## config.mk

```make
export PLATFORM = sky130hd
export DESIGN_NAME = mc_control_fsm_flat
export DESIGN_NICKNAME = d
export VERILOG_FILES = /design/src/rtl/mc_control_if.sv /design/src/rtl/mc_control_fsm.sv /design/src/flat_wrapper.sv
export SDC_FILE = /design/constraint.sdc
export NUM_CORES = 1
export LEC_CHECK = 0
export CAP_MARGIN = 20
export CORE_ASPECT_RATIO = 0.8
export CORE_MARGIN = 2
export CORE_UTILIZATION = 32
export CTS_CLUSTER_SIZE = 12
export DETAILED_ROUTE_END_ITERATION = 6
export PLACE_DENSITY = 0.72
export SETUP_SLACK_MARGIN = 0.05
export SLEW_MARGIN = 40
export SYNTH_ARGS = -nofsm -noshare
export SYNTH_HDL_FRONTEND = slang
export SYNTH_SLANG_ARGS = --single-unit
export TNS_END_PERCENT = 10
```

## constraint.sdc

```tcl
create_clock -name clk -period 2 [get_ports clk]
set_clock_uncertainty 0.2 [all_clocks]
set_input_delay 0.5 -clock clk [delete_from_list [all_inputs] [get_ports clk]]
set_output_delay 0.5 -clock clk [all_outputs]
set_load 0.01 [all_outputs]
```

## src/rtl/mc_control_if.sv

```systemverilog
// Control/status bundle between the multi-cycle controller and the RV32I datapath.
interface mc_control_if;
  logic [6:0] op;
  logic [2:0] funct3;
  logic       funct7b5;
  logic       zero;
  logic       pc_write;
  logic       adr_src;
  logic       mem_write;
  logic       ir_write;
  logic [1:0] result_src;
  logic [1:0] alu_src_a;
  logic [1:0] alu_src_b;
  logic [1:0] imm_src;
  logic [2:0] alu_control;
  logic       reg_write;
  logic       instr_done;
  logic [3:0] state;

  modport master (
    input  op, funct3, funct7b5, zero,
    output pc_write, adr_src, mem_write, ir_write, result_src, alu_src_a,
           alu_src_b, imm_src, alu_control, reg_write, instr_done, state
  );

  modport slave (
    output op, funct3, funct7b5, zero,
    input  pc_write, adr_src, mem_write, ir_write, result_src, alu_src_a,
           alu_src_b, imm_src, alu_control, reg_write, instr_done, state
  );
endinterface

```

## src/rtl/mc_control_fsm.sv

```systemverilog
// Multi-cycle RV32I main controller: Moore FSM sequencing each instruction
// over 3-5 clocks, plus ALU and immediate decoders.
module mc_control_fsm (
  input  logic           clk,
  input  logic           rst,
  mc_control_if.master   bus
);

  typedef enum logic [3:0] {
    FETCH    = 4'd0,
    DECODE   = 4'd1,
    MEMADR   = 4'd2,
    MEMREAD  = 4'd3,
    MEMWB    = 4'd4,
    MEMWRITE = 4'd5,
    EXECUTER = 4'd6,
    EXECUTEI = 4'd7,
    ALUWB    = 4'd8,
    BEQ      = 4'd9,
    JAL      = 4'd10
  } state_t;

  localparam logic [6:0] OP_LW   = 7'b0000011;
  localparam logic [6:0] OP_SW   = 7'b0100011;
  localparam logic [6:0] OP_R    = 7'b0110011;
  localparam logic [6:0] OP_I    = 7'b0010011;
  localparam logic [6:0] OP_BEQ  = 7'b1100011;
  localparam logic [6:0] OP_JAL  = 7'b1101111;

  state_t     state_q, state_d;
  logic [1:0] alu_op;
  logic       pc_update, branch, reg_wr, mem_wr, ir_wr, done;
  logic       adr_src;
  logic [1:0] result_src, alu_src_a, alu_src_b;

  always_ff @(posedge clk or negedge rst) begin
    if (!rst) state_q <= FETCH;
    else      state_q <= state_d;
  end

  always_comb begin
    state_d    = FETCH;
    alu_op     = 2'b00;
    pc_update  = 1'b0;
    branch     = 1'b0;
    reg_wr     = 1'b0;
    mem_wr     = 1'b0;
    ir_wr      = 1'b0;
    done       = 1'b0;
    adr_src    = 1'b0;
    result_src = 2'b00;
    alu_src_a  = 2'b00;
    alu_src_b  = 2'b00;
    case (state_q)
      FETCH: begin
        ir_wr      = 1'b1;
        alu_src_b  = 2'b10;
        result_src = 2'b10;
        pc_update  = 1'b1;
        state_d    = DECODE;
      end
      DECODE: begin
        alu_src_a = 2'b01;
        alu_src_b = 2'b01;
        case (bus.op)
          OP_LW, OP_SW: state_d = MEMADR;
          OP_R:         state_d = EXECUTER;
          OP_I:         state_d = EXECUTEI;
          OP_BEQ:       state_d = BEQ;
          OP_JAL:       state_d = JAL;
          default:      state_d = FETCH;
        endcase
      end
      MEMADR: begin
        alu_src_a = 2'b10;
        alu_src_b = 2'b01;
        state_d   = (bus.op == OP_LW) ? MEMREAD : MEMWRITE;
      end
      MEMREAD: begin
        adr_src = 1'b1;
        state_d = MEMWB;
      end
      MEMWB: begin
        result_src = 2'b01;
        reg_wr     = 1'b1;
        done       = 1'b1;
      end
      MEMWRITE: begin
        adr_src = 1'b1;
        mem_wr  = 1'b1;
        done    = 1'b1;
      end
      EXECUTER: begin
        alu_src_a = 2'b10;
        alu_op    = 2'b10;
        state_d   = ALUWB;
      end
      EXECUTEI: begin
        alu_src_a = 2'b10;
        alu_src_b = 2'b01;
        alu_op    = 2'b10;
        state_d   = ALUWB;
      end
      ALUWB: begin
        reg_wr = 1'b1;
        done   = 1'b1;
      end
      BEQ: begin
        alu_src_a = 2'b10;
        alu_op    = 2'b01;
        branch    = 1'b1;
        done      = 1'b1;
      end
      JAL: begin
        alu_src_a = 2'b01;
        alu_src_b = 2'b10;
        pc_update = 1'b1;
        state_d   = ALUWB;
      end
      default: state_d = FETCH;
    endcase
  end

  always_comb begin
    bus.alu_control = 3'b000;
    case (alu_op)
      2'b01: bus.alu_control = 3'b001;
      2'b10: begin
        case (bus.funct3)
          3'b000:  bus.alu_control = (bus.op[5] & bus.funct7b5) ? 3'b001 : 3'b000;
          3'b010:  bus.alu_control = 3'b101;
          3'b110:  bus.alu_control = 3'b011;
          3'b111:  bus.alu_control = 3'b010;
          default: bus.alu_control = 3'b000;
        endcase
      end
      default: bus.alu_control = 3'b000;
    endcase
  end

  always_comb begin
    case (bus.op)
      OP_SW:   bus.imm_src = 2'b01;
      OP_BEQ:  bus.imm_src = 2'b10;
      OP_JAL:  bus.imm_src = 2'b11;
      default: bus.imm_src = 2'b00;
    endcase
  end

  // Write enables are gated by rst so nothing commits while reset is held,
  // even in the delta before the async state clear settles.
  assign bus.pc_write   = rst & (pc_update | (branch & bus.zero));
  assign bus.ir_write   = rst & ir_wr;
  assign bus.mem_write  = rst & mem_wr;
  assign bus.reg_write  = rst & reg_wr;
  assign bus.instr_done = rst & done;
  assign bus.adr_src    = adr_src;
  assign bus.result_src = result_src;
  assign bus.alu_src_a  = alu_src_a;
  assign bus.alu_src_b  = alu_src_b;
  assign bus.state      = state_q;

endmodule

```

## src/flat_wrapper.sv

```systemverilog
// flat-port wrapper written by rule: the top's interface ports become plain ports
module mc_control_fsm_flat 
  (clk, rst, bus_op, bus_funct3, bus_funct7b5, bus_zero, bus_pc_write, bus_adr_src, bus_mem_write, bus_ir_write, bus_result_src, bus_alu_src_a, bus_alu_src_b, bus_imm_src, bus_alu_control, bus_reg_write, bus_instr_done, bus_state);
  mc_control_if bus_i ();
  input  logic clk;
  input  logic rst;
  input wire logic [$bits(bus_i.op)-1:0] bus_op;
  input wire logic [$bits(bus_i.funct3)-1:0] bus_funct3;
  input wire logic [$bits(bus_i.funct7b5)-1:0] bus_funct7b5;
  input wire logic [$bits(bus_i.zero)-1:0] bus_zero;
  output wire logic [$bits(bus_i.pc_write)-1:0] bus_pc_write;
  output wire logic [$bits(bus_i.adr_src)-1:0] bus_adr_src;
  output wire logic [$bits(bus_i.mem_write)-1:0] bus_mem_write;
  output wire logic [$bits(bus_i.ir_write)-1:0] bus_ir_write;
  output wire logic [$bits(bus_i.result_src)-1:0] bus_result_src;
  output wire logic [$bits(bus_i.alu_src_a)-1:0] bus_alu_src_a;
  output wire logic [$bits(bus_i.alu_src_b)-1:0] bus_alu_src_b;
  output wire logic [$bits(bus_i.imm_src)-1:0] bus_imm_src;
  output wire logic [$bits(bus_i.alu_control)-1:0] bus_alu_control;
  output wire logic [$bits(bus_i.reg_write)-1:0] bus_reg_write;
  output wire logic [$bits(bus_i.instr_done)-1:0] bus_instr_done;
  output wire logic [$bits(bus_i.state)-1:0] bus_state;
  assign bus_i.op = bus_op;
  assign bus_i.funct3 = bus_funct3;
  assign bus_i.funct7b5 = bus_funct7b5;
  assign bus_i.zero = bus_zero;
  assign bus_pc_write = bus_i.pc_write;
  assign bus_adr_src = bus_i.adr_src;
  assign bus_mem_write = bus_i.mem_write;
  assign bus_ir_write = bus_i.ir_write;
  assign bus_result_src = bus_i.result_src;
  assign bus_alu_src_a = bus_i.alu_src_a;
  assign bus_alu_src_b = bus_i.alu_src_b;
  assign bus_imm_src = bus_i.imm_src;
  assign bus_alu_control = bus_i.alu_control;
  assign bus_reg_write = bus_i.reg_write;
  assign bus_instr_done = bus_i.instr_done;
  assign bus_state = bus_i.state;
  mc_control_fsm u_core (.clk(clk), .rst(rst), .bus(bus_i));
endmodule
```

# Word level (Yosys, flattened, before mapping)
# Index checks and enable logic that the tools add are counted.
# Widths: inputs -> output; s select.
[classes] addsub=0 n_mul=0 div=0 magnitude_cmp=0 eq_ne=21 n_shift=0 muxes=18 bitwise_logic=8 reduce_logical=12
[op_table] cell="$pmux 4 s5" count=2
[op_table] cell="$eq 4x3->1 const B" count=4
[op_table] cell="$pmux 2 s2" count=4
[op_table] cell="$eq 7x6->1 const B" count=2
[op_table] cell="$eq 7x7->1 const B" count=2
[op_table] cell="$eq 4x4->1 const B" count=3
[op_table] cell="$pmux 3 s4" count=1
[op_table] cell="$reduce_or 2->1" count=6
[op_table] cell="$eq 4x2->1 const B" count=2
[op_table] cell="$mux 1" count=8
[op_table] cell="$reduce_or 4->1" count=2
[op_table] cell="$and 1x1->1" count=7
[op_table] cell="$eq 7x2->1 const B" count=1
[op_table] cell="$eq 7x5->1 const B" count=1
[op_table] cell="$eq 3x3->1 const B" count=2
[op_table] cell="$pmux 2 s3" count=1
[op_table] cell="$pmux 3 s2" count=1
[op_table] cell="$reduce_or 3->1" count=2
[op_table] cell="$eq 4x1->1 const B" count=1
[op_table] cell="$logic_not 4->1" count=1
[op_table] cell="$eq 3x2->1 const B" count=1
[op_table] cell="$logic_not 3->1" count=1
[op_table] cell="$mux 3" count=1
[op_table] cell="$eq 2x1->1 const B" count=1
[op_table] cell="other kinds (2)" count=2
[word_totals] regBits=4 latch_bits=0 mem_bits_rw=0 rom_bits=0 in_bits=14 output_inout_bits=21 elab_cells=60 n_memories=0

# Longest topological paths before layout
# Gate-level depths: netlist of the first run.
[depth] depth_word=5 depth_mapped=7 depth_no_buf=6

# Worst setup path before layout of the first run
# Ideal clock, no wire load.
[synth_path] kind="reg-to-output" startpoint="register u_core.state_q[0], in the netlist u_core.bus.state[0]" endpoint="output port bus_alu_control[0]" t_arrival_ns=1.544 t_required_ns=1.300 setup_slack_ns=-0.244 path_stages_with_launch=6 n_path_buf=1 path_cell_list="dfrtp_1 clkbuf_1 nor2b_1 nand3_1 ha_1 a21oi_1"
[synth_between] elab_chain_cells=5 elab_cells_between_ends=8 cone_classes="5 x eq/ne; 2 x mux; 1 x reduce/logical"
[synth_lines] item="start: declaration" line="mc_control_fsm.sv:30" source="state_t state_q, state_d;"
[synth_lines] item="start signal: assignment" line="mc_control_fsm.sv:38" source="else state_q <= state_d;"
[synth_lines] item="$eq 4x3->1" line="mc_control_fsm.sv:54" source="case (state_q)"
[synth_lines] item="$reduce_or 2->1 (no line)"
[synth_lines] item="$pmux 2 s2 (*)" line="mc_control_fsm.sv:54"
[synth_lines] item="$eq 2x2->1 / $eq 2x1->1 (equally long branches)" line="mc_control_fsm.sv:126" source="case (alu_op)"
[synth_lines] item="$pmux 3 s2 (*)" line="mc_control_fsm.sv:126"
[synth_lines] item="end: declaration" line="flat_wrapper.sv:19" source="output wire logic [$bits(bus_i.alu_control)-1:0] bus_alu_control;"
# Every way passes the cells marked *; elsewhere a longest branch is shown, timed or not.

# Worst setup path after layout of the first run
[layout_path] startpoint="input port bus_funct3[2]" endpoint="output port bus_alu_control[0]"
[layout_between] elab_chain_cells=3 elab_cells_between_ends=6 cone_classes="3 x eq/ne; 2 x mux; 1 x reduce/logical"
[layout_lines] item="start: declaration" line="flat_wrapper.sv:8" source="input wire logic [$bits(bus_i.funct3)-1:0] bus_funct3;"
[layout_lines] item="$eq 3x3->1, or another cell as far along" line="mc_control_fsm.sv:129" source="case (bus.funct3)"
[layout_lines] item="$pmux 3 s4 (*)" line="mc_control_fsm.sv:129"
[layout_lines] item="$pmux 3 s2 (*)" line="mc_control_fsm.sv:126"
# Marked as above.

==> metrics.md, run 1 <==
| Metric | Value |
|---|---|
| Initial antenna violation count | 0 |
| Post-synth ARST share | 100% |
| Slew headroom | 76.5% |
| Port Buffer Count | 34 |
| First-pass GRT wire length | 3950 µm |
| Tot GR Track Use | 26.3% |
| Post-synthesis mux area share | 0% |
| RSZ-0062 raised after global routing | true |
| Status | complete, but fails checks |
| MaxCap Viol Count | 0 |
| Failing checks | setup timing |
| Total global routing overflow | 0 |
| Final worst-path cycle share | 114% |
| PD cells | 563 nW/µm² |
| Dpl ws | -984 ps |
| Number of routed nets with antenna violations | 0 |
| Die area | 2050 µm² |
| Core area | 1610 µm² |
| Root Buffer | clkbuf_4 |
| Leak pwr | 0.641 nW |
| Placed inst area | 1090 µm² |
| Fraction of layout cells with a size suffix above 1 | 62.7% |
| TritonCTS clock tree | done |
| Worst slew pin tran | 350 ps |
| Setup Viol. Count Final | 14 |
| Cells after synthesis | 77 |
| CTS Sinks | 4 |
| Pin count of the biggest net entering global routing | 16 |
| Post-Synth XOR/XNOR Area | 4.82% |
| Minimum clock period | 2280 ps |
| Synth warn | 0 |
| Via density | 5.26 |
| Worst-skew pair later-pin latency | 240 ps |
| Final WS setup | -282 ps |
| Critical Path Source Type | primary input |
| Max Fclk | 438 MHz |
| Commonest cells after routing, fill and taps aside | buf_4 (34), buf_2 (13), buf_6 (8) |
| Sequential fraction of the synthesis area | 18.3% |
| Worst r2r path cells | 4 |
| Post-synth EDFFs | 0 |
| CP Data Arrival Time | 1580 ps |
| Die Wd | 50.2 µm |
| # hold bufs at CTS | 0 |
| Required @ worst endpoint | 1300 ps |
| Cell variety after synth | 36 |
| I/O pin count | 35 |
| Total Wirelength | 2710 µm |
| Reg clk slew, reported paths | 50 ps |
| Routability congestion estimate | 0.812 |
| Number of flip-flops in the largest register | 4 |
| Critical path fanouts, max | 2 |
| Compound-Gate Fraction of Synth Area | 21.6% |
| Die H | 40.9 µm |
| Largest family of logic cells by synthesized area | simple AND/OR/NAND/NOR gates |
| Diode count | 0 |
| H-tree depth | 1 |
| Simple-gate portion of the synthesized area | 43.3% |
| Initial drt markers | 16 |
| Vias in the first global route | 846 |
| FF-to-FF Start | u_core.bus.state[1] |
| Final layout net count | 167 |
| DR vias | 904 |
| Max VDD drop | 0.421 mV |
| Flop-to-flop setup slack | 220 ps |
| Slew Viols, Final | 0 |
| Num CTS Buffers | 3 |
| Post-route cell area | 1320 µm² |
| Post-route DRC | 0 |
| Clk buf depth | 2 |
| Layout fillers | 98 |
| Syn nets | 93 |
| Commonest non-fill, non-tap cell in the layout | buf_4 |
| Synth Area in Adders | 4.59% |
| Worst reg2reg path endpoint | u_core.bus.state[1] |
| Primary FF master, synth | dfrtp_1 |
| Fin. Hold Viols | 0 |
| Initial Util | 33.9% |
| Post-DP HPWL | 1570 µm |
| Mapped Area | 546 µm² |
| Hold crit path type | in2async |
| Routed wire per std cell | 15.7 µm |
| Crit Path Class | in2out |
| Cell row count | 13 |
| Syn_area_per_cell | 7.08 µm² |
| Layout area overhead | 142% |
| Detailed Routing Iterations Pass 1 | 4 |
| Crit end category | primary output |
| Synth Register Bits | 4 |
[logic make-up (layout without fill, tap and decap cells)]
logic type / Yosys count / after routing
and+or+nand+nor: 41 / 41
adders and majority gates: 2 / 2
DFF: 4 / 4
AOI/OAI and AO/OA: 17 / 17
buffers and inverters: 10 / 83
xor gates and xnor gates: 3 / 3
[cell usage after synthesis, types with 2 or more instances]
cell type / count / area (µm²)
a211oi_1: 2 / 15.0
a21oi_1: 4 / 20.0
nand3_1: 3 / 15.0
dfrtp_1: 4 / 100
xor2_1: 2 / 17.5
or2_2: 2 / 12.5
o21ai_0: 4 / 20.0
and2_1: 2 / 12.5
and3_1: 5 / 31.3
nand2b_1: 2 / 12.5
clkbuf_1: 2 / 7.51
nor2b_1: 3 / 18.8
nand2_1: 4 / 15.0
nor2_1: 6 / 22.5
nor3_1: 4 / 20.0
ha_1: 2 / 25.0
inv_1: 6 / 22.5
buf_2: 2 / 10.0
[area by class of cell]
type	instances	area, µm²	area share, %
Sequential cell	4	103	7.76
Multi-Input combinational cell	63	568	43.0
Inverter	6	22.5	1.70
Tap cell	22	27.5	2.08
Clock buffer	4	26.3	1.99
Timing Repair Buffer	73	576	43.5
[worst max-delay path: stages]
cell	delay [ps]
clkdlybuf4s50_1	470
nor2_2	160
nand4_1	150
a21oi_2	150
buf_2	150
[report_power, final]
| part | leakage [nW] | internal [mW] | switching, mW |
|---|---|---|---|
| logic | 0.576 | 0.282 | 0.240 |
| registers | 0.0505 | 0.0943 | 0.0139 |
| clock network | 0.0150 | 0.0752 | 0.0387 |
| total | 0.641 | 0.451 | 0.293 |
[layer usage]
| metal | share of wire, % | global-route usage (%) | vias to the layer above | routed length (µm) |
|---|---|---|---|---|
| li1 | - | - | 427 | - |
| met1 | 41 | 29.6 | 427 | 1100 |
| met2 | 52 | 53.0 | 44 | 1400 |
| met3 | 5.4 | 4.74 | 6 | 146 |
| met4 | 2.2 | 6.94 | 0 | 60 |
| met5 | 0 | 0 | - | 0 |
[stage by stage]
stage | TNS, ps | cells | hold WS, ps | util (%) | power (mW)
floorplan | -192 | 77 | 4.41 | - | 0.305
global placement | -7420 | 153 | 453 | 67.5 | 0.545
detailed placement | -7820 | 153 | 455 | 67.5 | 0.549
CTS | -1240 | 170 | 138 | 78.9 | 0.699
global route | -2540 | 172 | 155 | 82.1 | 0.788
finish | -1720 | 172 | 152 | 82.1 | 0.744
[timing repair]
action                                  in CTS  in global routing
setup buffers                               13                  2
endpoints found under the setup margin      23                 19
resized for setup                          113                 21
endpoints found under the hold margin        0                  0
gates cloned                                 0                  0
pin swaps                                   13                 12
[how the worst max path moves through the flow]
stage / startpoint / end / cells after the start
global placement: bus_op[2] / bus_imm_src[0] / 5
finish: bus_funct3[2] / bus_alu_control[0] / 5
CTS: u_core.bus.state[3] / bus_alu_control[0] / 6
floorplan: u_core.bus.state[2] / bus_alu_control[2] / 5
detailed placement: bus_op[2] / bus_imm_src[0] / 5
global route: bus_funct3[2] / bus_alu_control[0] / 5
Note: power is estimated with default switching activity, not from simulation.
==> run 2, diff against run 1 <==
CELL_PAD_IN_SITES_DETAIL_PLACEMENT = 1   (was unset)
CELL_PAD_IN_SITES_GLOBAL_PLACEMENT = 2   (was unset)
CORE_UTILIZATION = 15   (was 32)
PLACE_DENSITY = 0.69   (was 0.72)
clock period = 1.87 ns   (was 2 ns; I/O delays follow)
==> run 2 against run 1 <==
Effect of this change:
- critical endpoint unchanged
- non-clock buffer count decreased by 1
- the flow still finishes with violations (setup timing)
- core utilization shrank 42 points
- highest routed layer is now met3
- via count fell by 5.6%
- final cell count grew 10%
- critical path type is now reg2out
- combinational power rose by 1%
==> metrics.md, run 2 (synthesis gave the netlist of run 1 again) <==
| Metric | Value |
|---|---|
| End of the critical path | bus_alu_control[0] |
| CP Data Arrival Time | 1460 ps (-120 ps) |
| Number of flip-flops in the largest register | 4 (unchanged) |
| Clock power share | 21.7% (+6.4 points) |
| Fin. Hold Viols | 0 (unchanged) |
| Cell internal pwr | 524 µW (+16%) |
| Final layout net count | 166 (-0.60%) |
| Crit end category | primary output |
| Die H | 57.9 µm (+42%) |
| Core area | 3450 µm² (+110%) |
| Total global routing overflow | 0 (unchanged) |
| Port Buffer Count | 34 (unchanged) |
| Layout fillers | 405 (+310%) |
| Detailed Routing Iterations Pass 1 | 4 (unchanged) |
| Required @ worst endpoint | 1200 ps (-100 ps) |
| Reg power frac | 14.0% (-0.5 points) |
| Commonest non-fill, non-tap cell in the layout | buf_4 |
| Crit Path Class | reg2out |
| Worst Setup SP | u_core.bus.state[3] |
| Slew headroom | 82.3% (+5.8 points) |
| Sw Pwr | 299 µW (+2.2%) |
| I/O pin count | 35 (unchanged) |
| Initial drt markers | 18 (+2) |
| Diode count | 0 (unchanged) |
| Worst reg2reg path endpoint | u_core.bus.state[1] |
| Critical path fanouts, max | 3 (+1) |
| Worst-skew pair later-pin latency | 210 ps (-30 ps) |
| Sw Share | 36.4% (-3.0 points) |
| Final WS setup | -261 ps (+21.2 ps) |
| First-pass GRT wire length | 4170 µm (+5.6%) |
| Critical Path Source Type | register |
| Final worst-path cycle share | 114% |
| Tot GR Track Use | 12.8% (-13 points) |
| Setup TNS | -2410 ps (-689 ps) |
| Hold slack | 196 ps (+43.8 ps) |
| Reg clk slew, reported paths | 30 ps (-20 ps) |
| CTS Sinks | 4 (unchanged) |
| PD cells | 594 nW/µm² (+5.6%) |
| Fraction of layout cells with a size suffix above 1 | 65.5% (+2.9 points) |
| Initial Util | 15.8% (-18 points) |
| H-tree depth | 1 (unchanged) |
| Die Wd | 71.4 µm (+42%) |
| Initial antenna violation count | 0 (unchanged) |
| DR vias | 853 (-5.6%) |
| Num CTS Buffers | 3 (unchanged) |
| Vias in the first global route | 904 (+6.9%) |
| Minimum clock period | 2130 ps |
| Flop-to-flop setup slack | 170 ps (-50 ps) |
| MaxCap Viol Count | 0 (unchanged) |
| Via density | 4.49 (-15%) |
| Leak pwr | 0.658 nW (+2.6%) |
| Total Wirelength | 2600 µm (-3.9%) |
| Layout area overhead | 154% |
| Slew Viols, Final | 0 (unchanged) |
| Max Fclk | 469 MHz |
| Status | complete, but fails checks |
| Clk buf depth | 2 (unchanged) |
| Failing checks | setup timing |
| Cell row count | 19 (+6) |
| Comb power frac | 64.2% (-6.0 points) |
| Die area | 4140 µm² (+100%) |
| Max VDD drop | 0.189 mV (-55%) |
| TritonCTS clock tree | done |
| Hold crit path type | in2async |
| Commonest cells after routing, fill and taps aside | buf_4 (27), buf_2 (15), buf_6 (13) |
| Routability congestion estimate | 0.743 (-8.5%) |
| Worst slew pin tran | 262 ps (-88.1 ps) |
| RSZ-0062 raised after global routing | true |
| Setup Viol. Count Final | 18 (+4) |
| Root Buffer | clkbuf_8 |
| FF-to-FF Start | u_core.bus.state[1] |
| Post-route DRC | 0 (unchanged) |
| Post-DP HPWL | 1920 µm (+22%) |
| Worst r2r path cells | 4 (unchanged) |
| Number of routed nets with antenna violations | 0 (unchanged) |
| Pin count of the biggest net entering global routing | 9 (-7) |
| Routed wire per std cell | 13.7 µm (-13%) |
[run 2: worst min path at each step]
stage,from,to,slack [ps],cells past startpoint
after CTS,rst,u_core.bus.state[2],200,3
after global routing,rst,u_core.bus.state[2],220,3
after floorplan,rst,u_core.bus.state[0],-30,0
final,rst,u_core.bus.state[0],200,3
after detailed placement,u_core.bus.state[0],u_core.bus.state[0],410,2
after global placement,u_core.bus.state[0],u_core.bus.state[0],390,2
[run 2: layout make-up]
cell class | count | area [µm²] | share of cell area (%)
Timing Repair Buffer | 72 | 584 | 42.2
Sequential cell | 4 | 105 | 7.59
Inverter | 6 | 22.5 | 1.63
Multi-Input combinational cell | 63 | 579 | 41.8
Tap cell | 42 | 52.6 | 3.79
Clock buffer | 3 | 41.3 | 2.98
[run 2: stage by stage]
stage / utilization [%] / worst slack, ps / power [mW] / instances / instance area, µm²
floorplan: - / -81.8 / 0.344 / 77 / 623
global placement: 33.4 / -1020 / 0.624 / 173 / 1150
detailed placement: 33.4 / -1050 / 0.634 / 173 / 1150
CTS: 39.6 / -244 / 0.814 / 190 / 1370
global route: 40.2 / -332 / 0.880 / 190 / 1390
finish: 40.2 / -261 / 0.823 / 190 / 1390
[run 2: routing by layer]
| metal | up-vias | part of all wire (%) | track usage [%] |
|---|---|---|---|
| met5 | - | 0 | 0 |
| li1 | 424 | - | - |
| met3 | 0 | 5.9 | 2.26 |
| met4 | 0 | 0 | 4.85 |
| met1 | 405 | 38 | 13.2 |
| met2 | 24 | 56 | 25.7 |
[run 2: power groups by stage]
stage	logic [mW]	clock network, mW	registers, mW
2_1_floorplan	0.217	0	0.127
3_3_place_gp	0.513	0	0.111
4_1_cts	0.516	0.183	0.116
3_5_place_dp	0.520	0	0.114
6_report	0.529	0.179	0.116
5_1_grt	0.570	0.193	0.117
[run 2: worst max-delay path: stages, from the launching register on]
cell     delay, ps
dfrtp_2        430
inv_2           70
and3_4         200
inv_2           50
ha_4           150
a31oi_4        140
a21oi_2         70
buf_2          140
[run 2: repair_timing]
item / 4_1_cts / 5_1_grt
pin swaps: 14 / 8
gates resized for setup: 130 / 8
setup endpoints to repair: 25 / 20
hold buffers: 0 / 0
setup buffers: 14 / 0
==> run 3, diff against run 2 <==
ABC_AREA = 1   (was unset)
CORE_UTILIZATION = 14   (was 15)
HOLD_SLACK_MARGIN = 0.12   (was unset)
PLACE_DENSITY = 0.7   (was 0.69)
==> run 3 against run 2 <==
Effect of this change:
- the run still ends with setup timing left
- clock power rose by 2%
- setup slack got worse by 66 ps
- wire length fell by 2.8%
- largest power group unchanged
- non-clock buffer count rose by 4
- register-to-register slack improved by 180 ps
- sequential power barely moved
- critical path type unchanged
- largest cell class unchanged
==> metrics.md, run 3 <==
| Metric | Value |
|---|---|
| Status | complete, but fails checks |
| Failing checks | setup timing |
| Post-DP HPWL | 1990 µm (+3.8%) |
| Placed inst area | 1210 µm² (+5.1%) |
| Hold crit path type | in2async |
| Fraction of layout cells with a size suffix above 1 | 67.8% (+2.3 points) |
| Setup Viol. Count Final | 14 (-4) |
| Post-synthesis mux area share | 0% (unchanged) |
| Commonest cells after routing, fill and taps aside | buf_4 (40), buf_2 (21), nand2_1 (19) |
| Die area | 4410 µm² (+6.5%) |
| Number of flip-flops in the largest register | 4 (unchanged) |
| Synth Register Bits | 4 (unchanged) |
| Synth warn | 0 (unchanged) |
| Total Wirelength | 2530 µm (-2.8%) |
| Leak pwr | 0.768 nW (+17%) |
| End of the critical path | bus_alu_control[2] |
| DR vias | 895 (+4.9%) |
| Crit Path Class | reg2out |
| Worst slew pin tran | 197 ps (-65.2 ps) |
| Worst Setup SP | u_core.bus.state[3] |
| Placed Cells | 207 (+20%) |
| PnR Total Power | 854 µW (+3.7%) |
| Dpl ws | -780 ps (+268 ps) |
| Number of routed nets with antenna violations | 0 (unchanged) |
| Final worst-path cycle share | 117% (+3.5 points) |
| Slew Viols, Final | 0 (unchanged) |
| I/O pin count | 35 (unchanged) |
| Layout area overhead | 149% |
| Crit end category | primary output |
| Critical path fanouts, max | 3 (unchanged) |
| Non-Filler Instances | 221 (+16%) |
| Synth area leader | nand2_1 |
| Post-synth EDFFs | 0 (unchanged) |
| Global Route met3 Usage | 3.37% (+1.1 points) |
| Vias in the first global route | 974 (+7.7%) |
| Clk buf depth | 2 (unchanged) |
| PD cells | 630 nW/µm² (+5.9%) |
| Required @ worst endpoint | 1200 ps (about the same) |
| Commonest non-fill, non-tap cell in the layout | buf_4 |
| Core area | 3750 µm² (+8.9%) |
| Tot GR Track Use | 12.5% (-0.30 points) |
| Routability congestion estimate | 0.786 (+5.7%) |
| Post-Synth XOR/XNOR Area | 0% (-4.8 points) |
| Post-route DRC | 0 (unchanged) |
| Die H | 59.8 µm (+3.2%) |
| Core Util, Final | 36.1% (-4.0 points) |
| Compound-Gate Fraction of Synth Area | 5.52% (-16 points) |
| Mapped Area | 544 µm² (-0.23%) |
| Worst r2r path cells | 8 (+4) |
| M2 GR Usage | 22.6% (-3.1 points) |
| Final layout net count | 195 (+17%) |
| Initial antenna violation count | 0 (unchanged) |
| Yosys top cell area share | 18.6% (+0.27 points) |
| Synth Area in Adders | 4.60% (+0.011 points) |
| Die Wd | 73.7 µm (+3.2%) |
| Post-route cell area | 1360 µm² (-2.1%) |
| Detailed Routing Iterations Pass 1 | 2 (-2) |
| Setup TNS | -2420 ps (-9.26 ps) |
| Routed wire per std cell | 11.4 µm (-16%) |
| Largest family of logic cells by synthesized area | simple AND/OR/NAND/NOR gates |
| Pin count of the biggest net entering global routing | 7 (-2) |
| Layout fillers | 491 (+21%) |
| Minimum clock period | 2200 ps (+65.6 ps) |
| CP Data Arrival Time | 1530 ps (+70 ps) |
| Reg clk slew, reported paths | 30 ps (about the same) |
| Syn_area_per_cell | 5.55 µm² (-22%) |
| FF-to-FF Start | u_core.bus.state[2] |
| Hold slack | 123 ps (-73.4 ps) |
| Critical Path Source Type | register |
| Flop-to-flop setup slack | 350 ps (+180 ps) |
| Initial Util | 14.5% (-1.3 points) |
| Post-synth ARST share | 100% (unchanged) |
| Port Buffer Count | 34 (unchanged) |
| H-tree depth | 1 (unchanged) |
| Simple-gate portion of the synthesized area | 58.4% (+15 points) |
| First-pass GRT wire length | 4130 µm (-0.98%) |
| Max VDD drop | 0.162 mV (-14%) |
| Fin. Hold Viols | 0 (unchanged) |
| MaxCap Viol Count | 0 (unchanged) |
| Syn nets | 114 (+23%) |
| Total global routing overflow | 0 (unchanged) |
| Final WS setup | -326 ps (-65.6 ps) |
| Worst-skew pair later-pin latency | 220 ps (about the same) |
| Cell variety after synth | 17 (-53%) |
| Max Fclk | 455 MHz (-3.0%) |
| Top-count cell post-synth | nand2_1 |
| Met1 usage | 13.7% (+0.50 points) |
| Root Buffer | clkbuf_8 |
| Most used routing layer in global routing | met2 |
| Via density | 4.05 (-9.8%) |
| RSZ-0062 raised after global routing | true |
| Largest cells by area after synthesis | nand2_1 (19%), dfrtp_1 (18%), nor2_1 (12%), inv_1 (9.0%), nor2_4 (6.2%) |
| Slew headroom | 86.8% (+4.6 points) |
| Worst reg2reg path endpoint | u_core.bus.state[2] |
| Cells after synthesis | 98 (+27%) |
| Initial drt markers | 4 (-14) |
| CTS Sinks | 4 (unchanged) |
| Top cells by count, synth | nand2_1 (27), nor2_1 (18), inv_1 (13) |
| Diode count | 0 (unchanged) |
| Num CTS Buffers | 3 (unchanged) |
| Primary FF master, synth | dfrtp_1 |
| Cell row count | 20 (+1) |
| TritonCTS clock tree | done |
| Sequential fraction of the synthesis area | 18.4% (+0.042 points) |
==> run 3: layout make-up <==
class	count	area [µm²]	share of cell area (%)
Clock buffer	3	41.3	3.04
Inverter	19	76.3	5.63
Multi-Input combinational cell	75	523	38.6
Sequential cell	4	105	7.75
Tap cell	44	55.1	4.06
Timing Repair Buffer	76	556	41.0
==> run 3: worst max-delay path, stage by stage, from the launching register on <==
cell and delay [ps]:
dfrtp_2 410, inv_4 80, nand2_4 60, nor2_4 110, ha_4 160, nand2_4 60, nor4_4 260, buf_2 170
==> run 3: cell families (layout without fill, tap and decap cells) <==
logic type               after synthesis  after routing
AND/OR/NAND/NOR                       67             67
AO/OA/AOI/OAI                          6              6
buffers and inverters                 19             98
adder cells (fa/ha/maj)                2              2
flip-flops                             4              4
==> run 3: where the power goes <==
part | internal [mW] | switching [mW] | leakage (nW)
Sequential | 0.103 | 0.0110 | 0.0477
Combinational | 0.278 | 0.280 | 0.699
Clock | 0.137 | 0.0454 | 0.0216
==> run 3: per-layer routing <==
layer  part of all wire [%]  routed length [µm]  vias up
li1                       -                   -      460
met1                     40                1020      402
met2                     52                1320       28
met3                    6.1                 154        5
met4                    1.2                  31        0
met5                      0                   0        -
==> run 3: worst min-delay path by stage <==
stage                                   start  cells after the start                  end
final                                     rst                      2  u_core.bus.state[2]
after global routing                      rst                      2  u_core.bus.state[0]
after CTS                                 rst                      2  u_core.bus.state[3]
after detailed placement  u_core.bus.state[3]                      4  u_core.bus.state[0]
after global placement    u_core.bus.state[3]                      4  u_core.bus.state[0]
after floorplan                           rst                      0  u_core.bus.state[0]
==> run 3: what timing repair did <==
action / CTS / global route
setup buffers: 10 / 1
setup endpoints to repair: 21 / 17
pin swaps: 11 / 10
endpoints found under the hold margin: 0 / 0
hold buffers: 0 / 0
resized for setup: 128 / 14
